===== config.mk =====
export PLATFORM = sky130hd
export DESIGN_NAME = vga_pattern_src_flat
export DESIGN_NICKNAME = d
export VERILOG_FILES = /design/src/rtl/vga_pkg.sv /design/src/rtl/vga_pattern_src_if.sv /design/src/rtl/vga_pattern_src.sv /design/src/flat_wrapper.sv
export SDC_FILE = /design/constraint.sdc
export NUM_CORES = 1
export LEC_CHECK = 0
export CORE_MARGIN = 2
export CORE_UTILIZATION = 51
export DETAILED_ROUTE_END_ITERATION = 6
export PLACE_DENSITY = 0.73
export REMOVE_ABC_BUFFERS = 1
export SYNTH_ARGS = -nofsm -noshare
export SYNTH_HDL_FRONTEND = slang
export SYNTH_SLANG_ARGS = --single-unit
export TNS_END_PERCENT = 1

===== constraint.sdc =====
create_clock -name clk -period 2.55 [get_ports clk]
set_clock_uncertainty 0.05 [all_clocks]
set_input_delay 0.255 -clock clk [delete_from_list [all_inputs] [get_ports clk]]
set_output_delay 0.255 -clock clk [all_outputs]
set_load 0.01 [all_outputs]

===== src/rtl/vga_pkg.sv =====
// Shared VGA definitions: raster constants, stream-word layout, pattern/state enums and the
// test-pattern colour function used by the pixel source.
package vga_pkg;

  localparam int unsigned HD = 640;
  localparam int unsigned VD = 480;
  localparam int unsigned HF = 16;
  localparam int unsigned HB = 48;
  localparam int unsigned HR = 96;
  localparam int unsigned VF = 10;
  localparam int unsigned VB = 33;
  localparam int unsigned VR = 2;

  localparam int unsigned CoordW   = 12;
  localparam int unsigned MaxCd    = 24;
  localparam int unsigned StartBit = 0;
  localparam int unsigned ColorLsb = 1;

  typedef enum logic [1:0] {
    PAT_SOLID = 2'd0,
    PAT_BARS  = 2'd1,
    PAT_GRAD  = 2'd2,
    PAT_CHECK = 2'd3
  } pattern_e;

  typedef enum logic [0:0] {StIdle, StGen} state_e;

  // x_hi is x[9:5], y5 is y[5]; result is packed {r,g,b} right-aligned in MaxCd bits.
  function automatic logic [MaxCd-1:0] pixel_color(input int unsigned   cd,
                                                   input logic [4:0]    x_hi,
                                                   input logic          y5,
                                                   input logic [2:0]    bar,
                                                   input pattern_e      pat,
                                                   input logic [MaxCd-1:0] fg);
    logic [MaxCd-1:0] ones, r, g, b, grey, color;
    int unsigned c;
    c     = cd / 3;
    ones  = MaxCd'((32'd1 << c) - 32'd1);
    grey  = MaxCd'(x_hi[4:1]) & ones;
    r     = bar[0] ? ones : '0;
    g     = bar[1] ? ones : '0;
    b     = bar[2] ? ones : '0;
    color = '0;
    unique case (pat)
      PAT_SOLID: color = fg;
      PAT_BARS:  color = (r << (2 * c)) | (g << c) | b;
      PAT_GRAD:  color = (grey << (2 * c)) | (grey << c) | grey;
      PAT_CHECK: color = (x_hi[0] ^ y5) ? fg : '0;
      default:   color = '0;
    endcase
    return color;
  endfunction

endpackage


===== src/rtl/vga_pattern_src_if.sv =====
// Pixel stream between the pattern source and the VGA sync core: {color, start} with valid/ready.
interface vga_pattern_src_if #(
  parameter int unsigned CD = 12
) ();
  import vga_pkg::*;

  logic [CD:0] vga_so_data;
  logic        vga_so_valid;
  logic        vga_so_ready;

  modport master (output vga_so_data, output vga_so_valid, input vga_so_ready);
  modport slave  (input vga_so_data, input vga_so_valid, output vga_so_ready);

endinterface


===== src/rtl/vga_pattern_src.sv =====
// Test-pattern frame source: streams HD x VD pixels per frame from a registered output word,
// tagging pixel (0,0) with the start bit.
module vga_pattern_src
  import vga_pkg::*;
#(
  parameter int unsigned CD = 12,
  parameter int unsigned HD = vga_pkg::HD,
  parameter int unsigned VD = vga_pkg::VD
) (
  input  logic               clk,
  input  logic               reset,
  input  logic               en,
  input  logic [1:0]         pattern_sel,
  input  logic [CD-1:0]      fg_color,
  vga_pattern_src_if.master  so,
  output logic               busy,
  output logic [15:0]        frame_cnt
);

  localparam int unsigned BarW = HD / 8;

  state_e              state_q, state_d;
  logic [CoordW-1:0]   x_q, x_d, y_q, y_d, barpx_q, barpx_d;
  logic [2:0]          bar_q, bar_d;
  pattern_e            pat_q, pat_d;
  logic [CD-1:0]       fg_q, fg_d;
  logic [CD:0]         data_q, data_d;
  logic [15:0]         frame_cnt_q, frame_cnt_d;
  logic [MaxCd-1:0]    color_full;

  logic accept, last_x, last_y, frame_end, load_first, advance;

  assign accept     = (state_q == StGen) && so.vga_so_ready;
  assign last_x     = (x_q == CoordW'(HD - 1));
  assign last_y     = (y_q == CoordW'(VD - 1));
  assign frame_end  = accept && last_x && last_y;
  // A new frame starts either from idle or back-to-back on the final accept.
  assign load_first = ((state_q == StIdle) || frame_end) && en;
  assign advance    = accept && !frame_end;

  always_ff @(posedge clk or posedge reset) begin
    if (reset) begin
      state_q <= StIdle;
    end else begin
      state_q <= state_d;
    end
  end

  always_comb begin
    state_d = state_q;
    unique case (state_q)
      StIdle:  if (en) state_d = StGen;
      StGen:   if (frame_end && !en) state_d = StIdle;
      default: state_d = StIdle;
    endcase
  end

  always_comb begin
    so.vga_so_valid = 1'b0;
    busy            = 1'b0;
    unique case (state_q)
      StGen: begin
        so.vga_so_valid = 1'b1;
        busy            = 1'b1;
      end
      default: ;
    endcase
  end

  always_comb begin
    x_d         = x_q;
    y_d         = y_q;
    barpx_d     = barpx_q;
    bar_d       = bar_q;
    pat_d       = pat_q;
    fg_d        = fg_q;
    data_d      = data_q;
    frame_cnt_d = frame_cnt_q;

    if (frame_end) frame_cnt_d = frame_cnt_q + 16'd1;

    if (load_first) begin
      x_d     = '0;
      y_d     = '0;
      barpx_d = '0;
      bar_d   = '0;
      pat_d   = pattern_e'(pattern_sel);
      fg_d    = fg_color;
    end else if (advance) begin
      if (last_x) begin
        x_d     = '0;
        y_d     = y_q + CoordW'(1);
        barpx_d = '0;
        bar_d   = '0;
      end else begin
        x_d = x_q + CoordW'(1);
        // Bar index is tracked incrementally so no divider is needed.
        if (barpx_q == CoordW'(BarW - 1)) begin
          barpx_d = '0;
          bar_d   = bar_q + 3'd1;
        end else begin
          barpx_d = barpx_q + CoordW'(1);
        end
      end
    end

    color_full = pixel_color(CD, x_d[9:5], y_d[5], bar_d, pat_d, MaxCd'(fg_d));
    if (load_first || advance) begin
      data_d = {color_full[CD-1:0], (x_d == '0) && (y_d == '0)};
    end
  end

  always_ff @(posedge clk or posedge reset) begin
    if (reset) begin
      x_q         <= '0;
      y_q         <= '0;
      barpx_q     <= '0;
      bar_q       <= '0;
      pat_q       <= PAT_SOLID;
      fg_q        <= '0;
      data_q      <= '0;
      frame_cnt_q <= '0;
    end else begin
      x_q         <= x_d;
      y_q         <= y_d;
      barpx_q     <= barpx_d;
      bar_q       <= bar_d;
      pat_q       <= pat_d;
      fg_q        <= fg_d;
      data_q      <= data_d;
      frame_cnt_q <= frame_cnt_d;
    end
  end

  assign so.vga_so_data = data_q;
  assign frame_cnt      = frame_cnt_q;

endmodule

===== src/flat_wrapper.sv =====
// flat-port wrapper written by rule: the top's interface ports become plain ports
module vga_pattern_src_flat import vga_pkg::*;
#(
  parameter int unsigned CD = 12,
  parameter int unsigned HD = vga_pkg::HD,
  parameter int unsigned VD = vga_pkg::VD
)
  (clk, reset, en, pattern_sel, fg_color, busy, frame_cnt, so_vga_so_data, so_vga_so_valid, so_vga_so_ready);
  vga_pattern_src_if #(.CD(CD)) so_i ();
  input  logic clk;
  input  logic reset;
  input  logic en;
  input  logic [1:0] pattern_sel;
  input  logic [CD-1:0] fg_color;
  output logic busy;
  output logic [15:0] frame_cnt;
  output wire logic [$bits(so_i.vga_so_data)-1:0] so_vga_so_data;
  output wire logic [$bits(so_i.vga_so_valid)-1:0] so_vga_so_valid;
  input wire logic [$bits(so_i.vga_so_ready)-1:0] so_vga_so_ready;
  assign so_vga_so_data = so_i.vga_so_data;
  assign so_vga_so_valid = so_i.vga_so_valid;
  assign so_i.vga_so_ready = so_vga_so_ready;
  vga_pattern_src #(.CD(CD), .HD(HD), .VD(VD)) u_core (.clk(clk), .reset(reset), .en(en), .pattern_sel(pattern_sel), .fg_color(fg_color), .so(so_i), .busy(busy), .frame_cnt(frame_cnt));
endmodule

-- Word-level counts from Yosys, hierarchy flattened
Cells that the tools add are included.
- register bits: 83
- input bits: 18
- output and inout port bits: 31
- logic and storage cells: 66
- $add $sub $neg: 5
- equal/unequal tests: 6
- muxes and demuxes: 25
- bitwise logic cells: 6
- reduce and logical (&&, ||, !) cells: 15
- operator list (cell ; count):
    $mux 12 ; 12
    $pmux 12 s4 ; 1
    $add 12x1->12 const B ; 3
    $logic_not 12->1 ; 2
    $or 12x12->12 ; 2
    $add 16x1->16 const B ; 1
    $eq 12x10->1 const B ; 1
    $eq 12x7->1 const B ; 1
    $eq 12x9->1 const B ; 1
    $mux 3 ; 4
    $mux 4 ; 3
    $or 12x4->12 ; 1
    $or 12x8->12 ; 1
    $logic_and 1x1->1 ; 7
    $eq 2x2->1 const B ; 2
    $add 3x1->3 const B ; 1
    $mux 1 ; 3
    $eq 2x1->1 const B ; 1
    $logic_not 1->1 ; 2
    $logic_not 2->1 ; 1
    $logic_or 1x1->1 ; 2
    $mux 2 ; 1
    $pmux 1 s2 ; 1
    $reduce_bool 2->1 ; 1
    2 further kinds ; 2

-- Longest topological paths before layout
Gate-level depths: netlist of the first run.
- word-level depth: 11
- depth in mapped cells: 11
- gate-level depth less buffers: 9

-- Least setup slack after synthesis of the first run
No wires, ideal clock.
- kind: reg2reg
- start point: reg u_core.x_q[0]
- end point: reg u_core.data_q[5] (netlist: u_core.so.vga_so_data[5])
- setup time: 0.126 ns
- arrival time: 2.421 ns
- data required time: 2.374 ns
- slack: -0.047 ns
- stages on the path, launching flop included: 9
- path buffers: 1
- cell sequence: dfrtp_1 ha_1 and3_1 nand4_1 o31ai_4 buf_2 mux2_2 nor2b_1 o32a_1
- elaborated cells between the ends (all ways): 32
- those cells by class: add/sub (1); eq/ne (4); mux (14); bitwise (5); reduce/logical (8)
- RTL lines (item ; line ; RTL):
    from (decl) ; vga_pattern_src.sv:23 ; logic [CoordW-1:0] x_q, x_d, y_q, y_d, barpx_q, barpx_d;
    from (signal assigned) ; vga_pattern_src.sv:115 ; x_q <= '0;
    from (signal assigned) ; vga_pattern_src.sv:124 ; x_q <= x_d;
    $eq 12x10->1 * ; vga_pattern_src.sv:34 ; assign last_x = (x_q == CoordW'(HD - 1));
    $logic_and 1x1->1 * (2 in series) ; vga_pattern_src.sv:36 ; assign frame_end = accept && last_x && last_y;
    $logic_or 1x1->1 * ; vga_pattern_src.sv:38 ; assign load_first = ((state_q == StIdle) || frame_end) && en;
    $logic_and 1x1->1 * ; vga_pattern_src.sv:38 ;
    $mux 12 * ; vga_pattern_src.sv:82 ; if (load_first) begin
    named net u_core.fg_d[4] ; vga_pattern_src.sv:26 ; logic [CD-1:0] fg_q, fg_d;
    $mux 12 ; vga_pkg.sv:48 ; PAT_CHECK: color = (x_hi[0] ^ y5) ? fg : '0;
    $pmux 12 s4 * ; vga_pkg.sv:44 ; unique case (pat)
    to (signal assigned) ; vga_pattern_src.sv:130 ; data_q <= data_d;
    to (decl) ; vga_pattern_src.sv:27 ; logic [CD:0] data_q, data_d;
Mark *: on every way through the listed nets, which the timed path passes. The rest lies on a longest branch.
A chain may end at the register's enable or synchronous reset.

-- Final worst setup path of the first run
- start point: reg u_core.x_q[0]
- end point: reg u_core.data_q[8] (netlist: u_core.so.vga_so_data[8])
- elaborated cells between the ends (all ways): 32
- those cells by class: add/sub (1); eq/ne (4); mux (14); bitwise (5); reduce/logical (8)
- RTL lines (item ; line ; RTL):
    $eq 12x10->1 * ; vga_pattern_src.sv:34 ;
    $logic_and 1x1->1 * (2 in series) ; vga_pattern_src.sv:36 ;
    $logic_or 1x1->1 * ; vga_pattern_src.sv:38 ;
    $logic_and 1x1->1 * ; vga_pattern_src.sv:38 ;
    $mux 2 * ; vga_pattern_src.sv:82 ;
    named net u_core.pat_d[0] ; vga_pattern_src.sv:25 ; pattern_e pat_q, pat_d;
    $eq 2x2->1, or another cell as far along ; vga_pkg.sv:44 ;
    $pmux 12 s4 * ; vga_pkg.sv:44 ;
Marked as above.

==> results of run 1 <==
-- power by group through the flow --
stage / logic (mW) / clock network, mW / registers [mW]
floorplan: 0.335 / 0 / 1.58
global placement: 0.672 / 0 / 1.56
detailed placement: 0.689 / 0 / 1.57
CTS: 0.706 / 1.12 / 1.54
global route: 0.786 / 1.18 / 1.56
finish: 0.719 / 1.10 / 1.54
-- registers in the layout (all words and copies together) (netlist names) --
name and flops:
u_core.bar_q 3, u_core.barpx_q 12, u_core.fg_q 12, u_core.frame_cnt 16
u_core.pat_q 2, u_core.so.vga_so_data 13, u_core.state_q 1, u_core.x_q 12
u_core.y_q 12
-- worst paths after layout --
| path | from | endpoint | slack, ns |
|---|---|---|---|
| min in group clk | u_core.frame_cnt[15] | u_core.frame_cnt[15] | 0.44 |
| worst min-delay path | reset | u_core.frame_cnt[13] | 0.24 |
| worst min register to register | u_core.frame_cnt[15] | u_core.frame_cnt[15] | 0.44 |
| worst max register to register | u_core.x_q[0] | u_core.so.vga_so_data[8] | -0.03 |
| worst max-delay path | u_core.x_q[0] | u_core.so.vga_so_data[8] | -0.03 |
| max in group asynchronous | reset | u_core.barpx_q[3] | 1.83 |
-- cells in the mapped netlist (2+ instances only) --
cell	n	area, um2
inv_1	10	37.54
nor3b_1	2	15.01
o31ai_1	5	37.54
xnor2_1	28	245.2
a21oi_1	7	35.03
dfrtp_1	83	2077
mux2_2	15	168.9
nor2b_1	12	75.07
o32a_1	12	120.1
nor4b_1	2	17.52
ha_1	5	62.56
nand2_1	39	146.4
nor3_1	7	35.03
nand3_1	23	115.1
and2_1	3	18.77
a21oi_2	2	17.52
nor3_2	3	30.03
xor2_1	20	175.2
and3_1	9	56.30
clkbuf_1	8	30.03
mux2i_1	3	30.03
nor4_1	4	25.02
buf_4	4	30.03
nor2_1	57	214.0
o21ai_0	11	55.05
buf_2	4	20.02
and4_1	5	43.79
nor2_2	2	12.51
a21o_1	3	22.52
a31oi_1	2	12.51
nand4_1	13	81.33
a32o_1	2	20.02
-- timing repair --
action | in CTS | in global routing
buffers inserted | 1 | 2
endpoints found under the setup margin | 14 | 27
resized for setup | 15 | 17
pin swaps | 2 | 6
-- routing by layer --
layer	GRT usage (%)	up-vias	wire length (um)	part of all wire [%]
li1	-	1745	-	-
met1	31.47	1785	4741	45
met2	40.73	71	5178	49
met3	4.307	18	337	3.2
met4	10.12	0	207	2.0
met5	0	-	0	0
-- logic make-up after synthesis --
family	Yosys count
and+or+nand+nor	193
DFF	83
AOI/OAI and AO/OA	52
xor gates and xnor gates	48
buffers and inverters	26
muxes	18
adders and majority gates	5
-- area by class of cell --
class | count | area [um2] | share of cell area [%]
Sequential cell | 83 | 2078 | 35.51
Inverter | 10 | 38.79 | 0.6628
Tap cell | 105 | 131.4 | 2.245
Clock buffer | 10 | 137.6 | 2.352
Clock inverter | 6 | 96.34 | 1.646
Multi-Input combinational cell | 316 | 2231 | 38.12
Timing Repair Buffer | 128 | 1139 | 19.46
-- worst max-delay path, stage by stage, from the launching register on --
cell and delay, ns:
dfrtp_1 0.38, ha_2 0.21, and3_4 0.21, nand4_1 0.20, o31ai_4 0.30, buf_12 0.17, mux2_4 0.32, nand2b_4 0.11
nor3_2 0.04, buf_4 0.15, o32a_1 0.33
-- through the flow --
step	cell area (um2)	instances	utilization, %	TNS, ns	setup WS, ns
floorplan	4217	409	-	-7.427	-0.5319
global placement	5458	639	66.76	-1.636	-0.1505
detailed placement	5458	639	66.76	-1.663	-0.1698
CTS	5759	656	70.45	-0.2090	-0.03818
global route	5852	658	71.58	-1.725	-0.1617
finish	5852	658	71.58	-0.1577	-0.02788
==> reports/results.tsv, run 1 <==
stage	metric	value	unit
synthesis	synth_xor_area_share	9.785	%
cts	clk_pin_slew	0.09	ns
sta	tightest_slew	0.4831	ns
detailed_routing	viasPerCell	5.500	
grt	grt_pass1_wl	17370	um
detailed_routing	dr.pass1.iters	4	
finish	n_antenna_cell	0	
sta	finalCritPeriodShare	101.1	%
cts	cts_tree	built	
finish	layout_commonest_cell	dfrtp_1	
detailed_routing	wl	10460	um
synthesis	synth_warnings	0	
placement	place.gp.congestion	0.8380	
cts	holdBufCountCts	0	
die	start_util	52.56	%
detailed_routing	drtAntennaViolNets	0	
setup_path	startpoint_type	flip-flop	
setup_path	critPathArrivalTime	2.77	ns
synthesis	synth-simple-area-share	23.53	%
power_and_ir_drop	p_seq_share	45.9	%
synthesis	ys_types	52	
die	dieArea	0.009175	mm2
min_path	min_path_type	in -> async	
setup_path	worstPathRequired	2.74	ns
grt	grt.total_usage	24.43	%
finish	final_cell_mix	dfrtp_1, buf_4, nor2_1	
setup_path	endpoint_kind	flip-flop	
synthesis	synth_async_sr_flop_share	100.0	%
die	io_pins	49	
cts	cts-root-buf	clkbuf_8	
grt	grt_max_degree	84	
synthesis	ys_seq_area_share	48.34	%
cts	insertion_delay	0.36	ns
synthesis	postSynthAreaPerCell	10.11	um2
sta	hold_violations	0	
finish	area_growth	36.20	%
power_and_ir_drop	ir_drop	0.0003564	V
die	fp.dieW	95.79	um
synthesis	syn_inst	425	
sta	hold_ws	0.2355	ns
detailed_routing	routedWlPerCell	15.90	um
synthesis	synth-seq-cells	83	
setup_path	setup.worst_path.class	reg -> reg	
power_and_ir_drop	p_sw_share	28.67	%
synthesis	synth_compound_area_share	9.522	%
synthesis	synth-main-ff-cell	dfrtp_1	
power_and_ir_drop	netSwitchingPower	0.9645	mW
detailed_routing	num_vias	3619	
placement	dp_hpwl	7739	um
sta	fmax	387.9	MHz
outcome	violations	setup timing	
synthesis	muxShareOfSynthArea	4.630	%
outcome	status	finished with violations	
detailed_routing	first_iter_violations	170	
power_and_ir_drop	p_per_area	575.0	mW/mm2
grt	antenna_found_initial	0	
synthesis	synthesis.area	0.004297	mm2
finish	layout-drive-gt1-share	25.86	%
die	num_rows	33	
synthesis	synth_top_family_by_area	simple AND/OR/NAND/NOR gates	
cts	cts.htree.levels	3	
power_and_ir_drop	p_leak	2.600	nW
sta	slew_headroom	67.52	%
sta	fin_ws	-0.02788	ns
setup_path	ff2ff_path_depth	10	
power_and_ir_drop	combPwrFrac	21.4	%
synthesis	synthAdderAreaFrac	1.456	%
cts	cts_buffer_depth	2	
finish	final_net_count	571	
sta	period_needed	2.578	ns
power_and_ir_drop	p_total	3.365	mW
job	maxCapViolCount	0	
power_and_ir_drop	p_int	2.400	mW
grt	grt_overflow	0	
sta	report.final.setup_viol	11	
sta	rsz0062_at_grt	true	
sta	timing.final.max_slew_violations	0	
power_and_ir_drop	p_clk_share	32.7	%
detailed_routing	drcViolationCount	0	
setup_path	cp_max_fo	10	
grt	grt_pass1_vias	3679	
finish	nFillCells	606	
cts	numCtsBuffers	9	
die	core_area	0.008175	mm2
die	die_y	95.79	um
synthesis	synth_edf_count	0	
cts	clock_sinks	83	
placement	numPortBuffers	48	
Note: power is estimated with default switching activity, not from simulation.
==> run 2, diff against run 1 <==
--- a/config.mk
+++ b/config.mk
@@ -8,7 +8,7 @@
 export CORE_MARGIN = 2
 export CORE_UTILIZATION = 51
 export DETAILED_ROUTE_END_ITERATION = 6
-export PLACE_DENSITY = 0.73
+export PLACE_DENSITY = 0.83
 export REMOVE_ABC_BUFFERS = 1
 export SYNTH_ARGS = -nofsm -noshare
 export SYNTH_HDL_FRONTEND = slang
==> run 2 against run 1 <==
The flow still finishes with violations (setup timing); via count increased by 4.4%; setup slack got worse by 0.046 ns; die area unchanged; final cell count decreased by 0.46%; sequential cell count unchanged; combinational power increased by 2%; critical endpoint is now u_core.so.vga_so_data[7]; largest cell class unchanged.
==> reports/results.tsv, run 2 (synthesized netlist as in run 1, its figures left out) <==
stage	metric	value	unit
sta	finalCritPeriodShare	102.9	%
sta	fmax	381.2	MHz
placement	numPortBuffers	48	
sta	rsz0062_at_grt	true	
setup_path	setup.worst_path.class	reg -> reg	
power_and_ir_drop	ir_drop	0.0003716	V
grt	antenna_found_initial	0	
power_and_ir_drop	netSwitchingPower	1.022	mW
finish	n_antenna_cell	0	
finish	largest_reg_flops	16	
grt	grt_pass1_wl	18620	um
finish	final_net_count	568	
cts	cts.htree.levels	3	
min_path	min_path_type	in -> async	
cts	holdBufCountCts	0	
detailed_routing	routedWlPerCell	17.79	um
setup_path	rr_endpoint	u_core.so.vga_so_data[7]	
power_and_ir_drop	p_sw_share	29.93	%
detailed_routing	drtAntennaViolNets	0	
grt	grt_max_degree	38	
setup_path	startpoint_type	flip-flop	
sta	setup-tns-final	-0.3188	ns
sta	period_needed	2.624	ns
sta	timing.final.max_slew_violations	0	
cts	numCtsBuffers	9	
power_and_ir_drop	p_seq_share	45.7	%
setup_path	ff2ff_path_depth	11	
grt	grt_pass1_vias	3890	
finish	multiInputGateArea	0.002266	mm2
die	die_y	95.79	um
placement	place.gp.congestion	0.9804	
detailed_routing	wl	11650	um
sta	report.final.setup_viol	9	
detailed_routing	num_vias	3778	
placement	dp_hpwl	7979	um
finish	nFillCells	543	
setup_path	worstPathRequired	2.82	ns
setup_path	endpoint_kind	flip-flop	
sta	slew_headroom	60.40	%
outcome	violations	setup timing	
grt	grt.total_usage	26.37	%
job	maxCapViolCount	0	
sta	tightest_slew	0.5933	ns
cts	clock_sinks	83	
cts	clk_pin_slew	0.10	ns
die	core_area	0.008175	mm2
finish	final_util	71.49	%
finish	final_cell_area	0.005844	mm2
detailed_routing	drcViolationCount	0	
setup_path	critPathArrivalTime	2.89	ns
finish	area_growth	36.02	%
die	fp.dieW	95.79	um
cts	insertion_delay	0.37	ns
detailed_routing	dr.pass1.iters	5	
finish	layout-drive-gt1-share	26.73	%
die	dieArea	0.009175	mm2
setup_path	r2r-start	u_core.x_q[1]	
detailed_routing	viasPerCell	5.768	
sta	fin_ws	-0.07362	ns
cts	cts_buffer_depth	2	
power_and_ir_drop	p_total	3.414	mW
cts	cts_tree	built	
die	io_pins	49	
finish	final_cell_mix	dfrtp_1, buf_4, nor2_1	
setup_path	cp_max_fo	6	
finish	register_area	0.002077	mm2
die	start_util	52.56	%
finish	fin_cells	655	
power_and_ir_drop	p_per_area	584.1	mW/mm2
power_and_ir_drop	p_int	2.392	mW
placement	dp_cells	633	
detailed_routing	first_iter_violations	245	
grt	grt_overflow	0	
sta	hold_violations	0	
placement	dpl_cell_area	0.005375	mm2
power_and_ir_drop	combPwrFrac	21.4	%
cts	cts-root-buf	clkbuf_8	
setup_path	reg2reg_slack	-0.07	ns
power_and_ir_drop	p_clk_share	32.8	%
die	num_rows	33	
power_and_ir_drop	p_leak	2.594	nW
outcome	status	finished with violations	
finish	layout_commonest_cell	dfrtp_1	
[run 2: cell count changes in the layout (fill, tap and decap cells not counted), moves of 3 or more]
| cell | delta |
|---|---|
| buf_4 | -5 |
| nor2_2 | +4 |
| nor4_2 | -3 |
| mux2_2 | +6 |
| buf_6 | +5 |
| buf_12 | -3 |
| nor2_1 | -5 |
| mux2_4 | -6 |
[run 2: how the worst max path moves through the flow]
stage	end	start	cells after the start	slack, ns
2_1_floorplan	u_core.so.vga_so_data[1]	u_core.y_q[0]	9	-0.53
3_3_place_gp	u_core.so.vga_so_data[4]	so_vga_so_ready	10	-0.13
3_5_place_dp	u_core.so.vga_so_data[3]	u_core.y_q[0]	10	-0.18
4_1_cts	u_core.barpx_q[9]	u_core.x_q[7]	9	-0.002
5_1_grt	u_core.so.vga_so_data[11]	u_core.x_q[1]	11	-0.18
6_report	u_core.so.vga_so_data[7]	u_core.x_q[1]	11	-0.07
[run 2: area by class of cell]
class,count,share of cell area (%)
Inverter,10,0.6637
Timing Repair Buffer,125,18.78
Sequential cell,83,35.54
Tap cell,105,2.248
Multi-Input combinational cell,316,38.77
Clock inverter,6,1.648
Clock buffer,10,2.355
[run 2: repair_timing]
item	4_1_cts	5_1_grt
endpoints found under the setup margin	17	25
pin swaps	5	11
gates resized for setup	19	25
buffers inserted	5	1
[run 2: metal layers]
metal	routed length, um	vias to the layer above	track usage, %
met2	5977	152	45.45
met5	0	-	0
met4	463	0	12.62
met1	4594	1842	32.00
li1	-	1735	-
met3	616	49	4.620
[run 2: through the flow]
step | hold WS, ns | setup WS (ns)
after floorplan | 0.2973 | -0.5319
after global placement | 0.4113 | -0.1321
after detailed placement | 0.4263 | -0.1808
after CTS | 0.2149 | -0.001529
after global routing | 0.2478 | -0.1815
final | 0.1936 | -0.07362
[run 2: critical path, cell delays in order (launching register included)]
cell	delay (ns)
dfrtp_1	0.42
ha_4	0.17
and3_4	0.20
nand4_1	0.19
o31ai_4	0.27
buf_6	0.15
buf_4	0.15
a31oi_1	0.10
buf_4	0.17
o31ai_1	0.32
buf_4	0.21
o32a_1	0.15
[run 2: power by group through the flow]
| stage | Clock, mW | Combinational, mW | Sequential (mW) |
|---|---|---|---|
| floorplan | 0 | 0.335 | 1.58 |
| global placement | 0 | 0.650 | 1.56 |
| detailed placement | 0 | 0.673 | 1.56 |
| CTS | 1.12 | 0.693 | 1.54 |
| global route | 1.18 | 0.790 | 1.57 |
| finish | 1.12 | 0.732 | 1.56 |
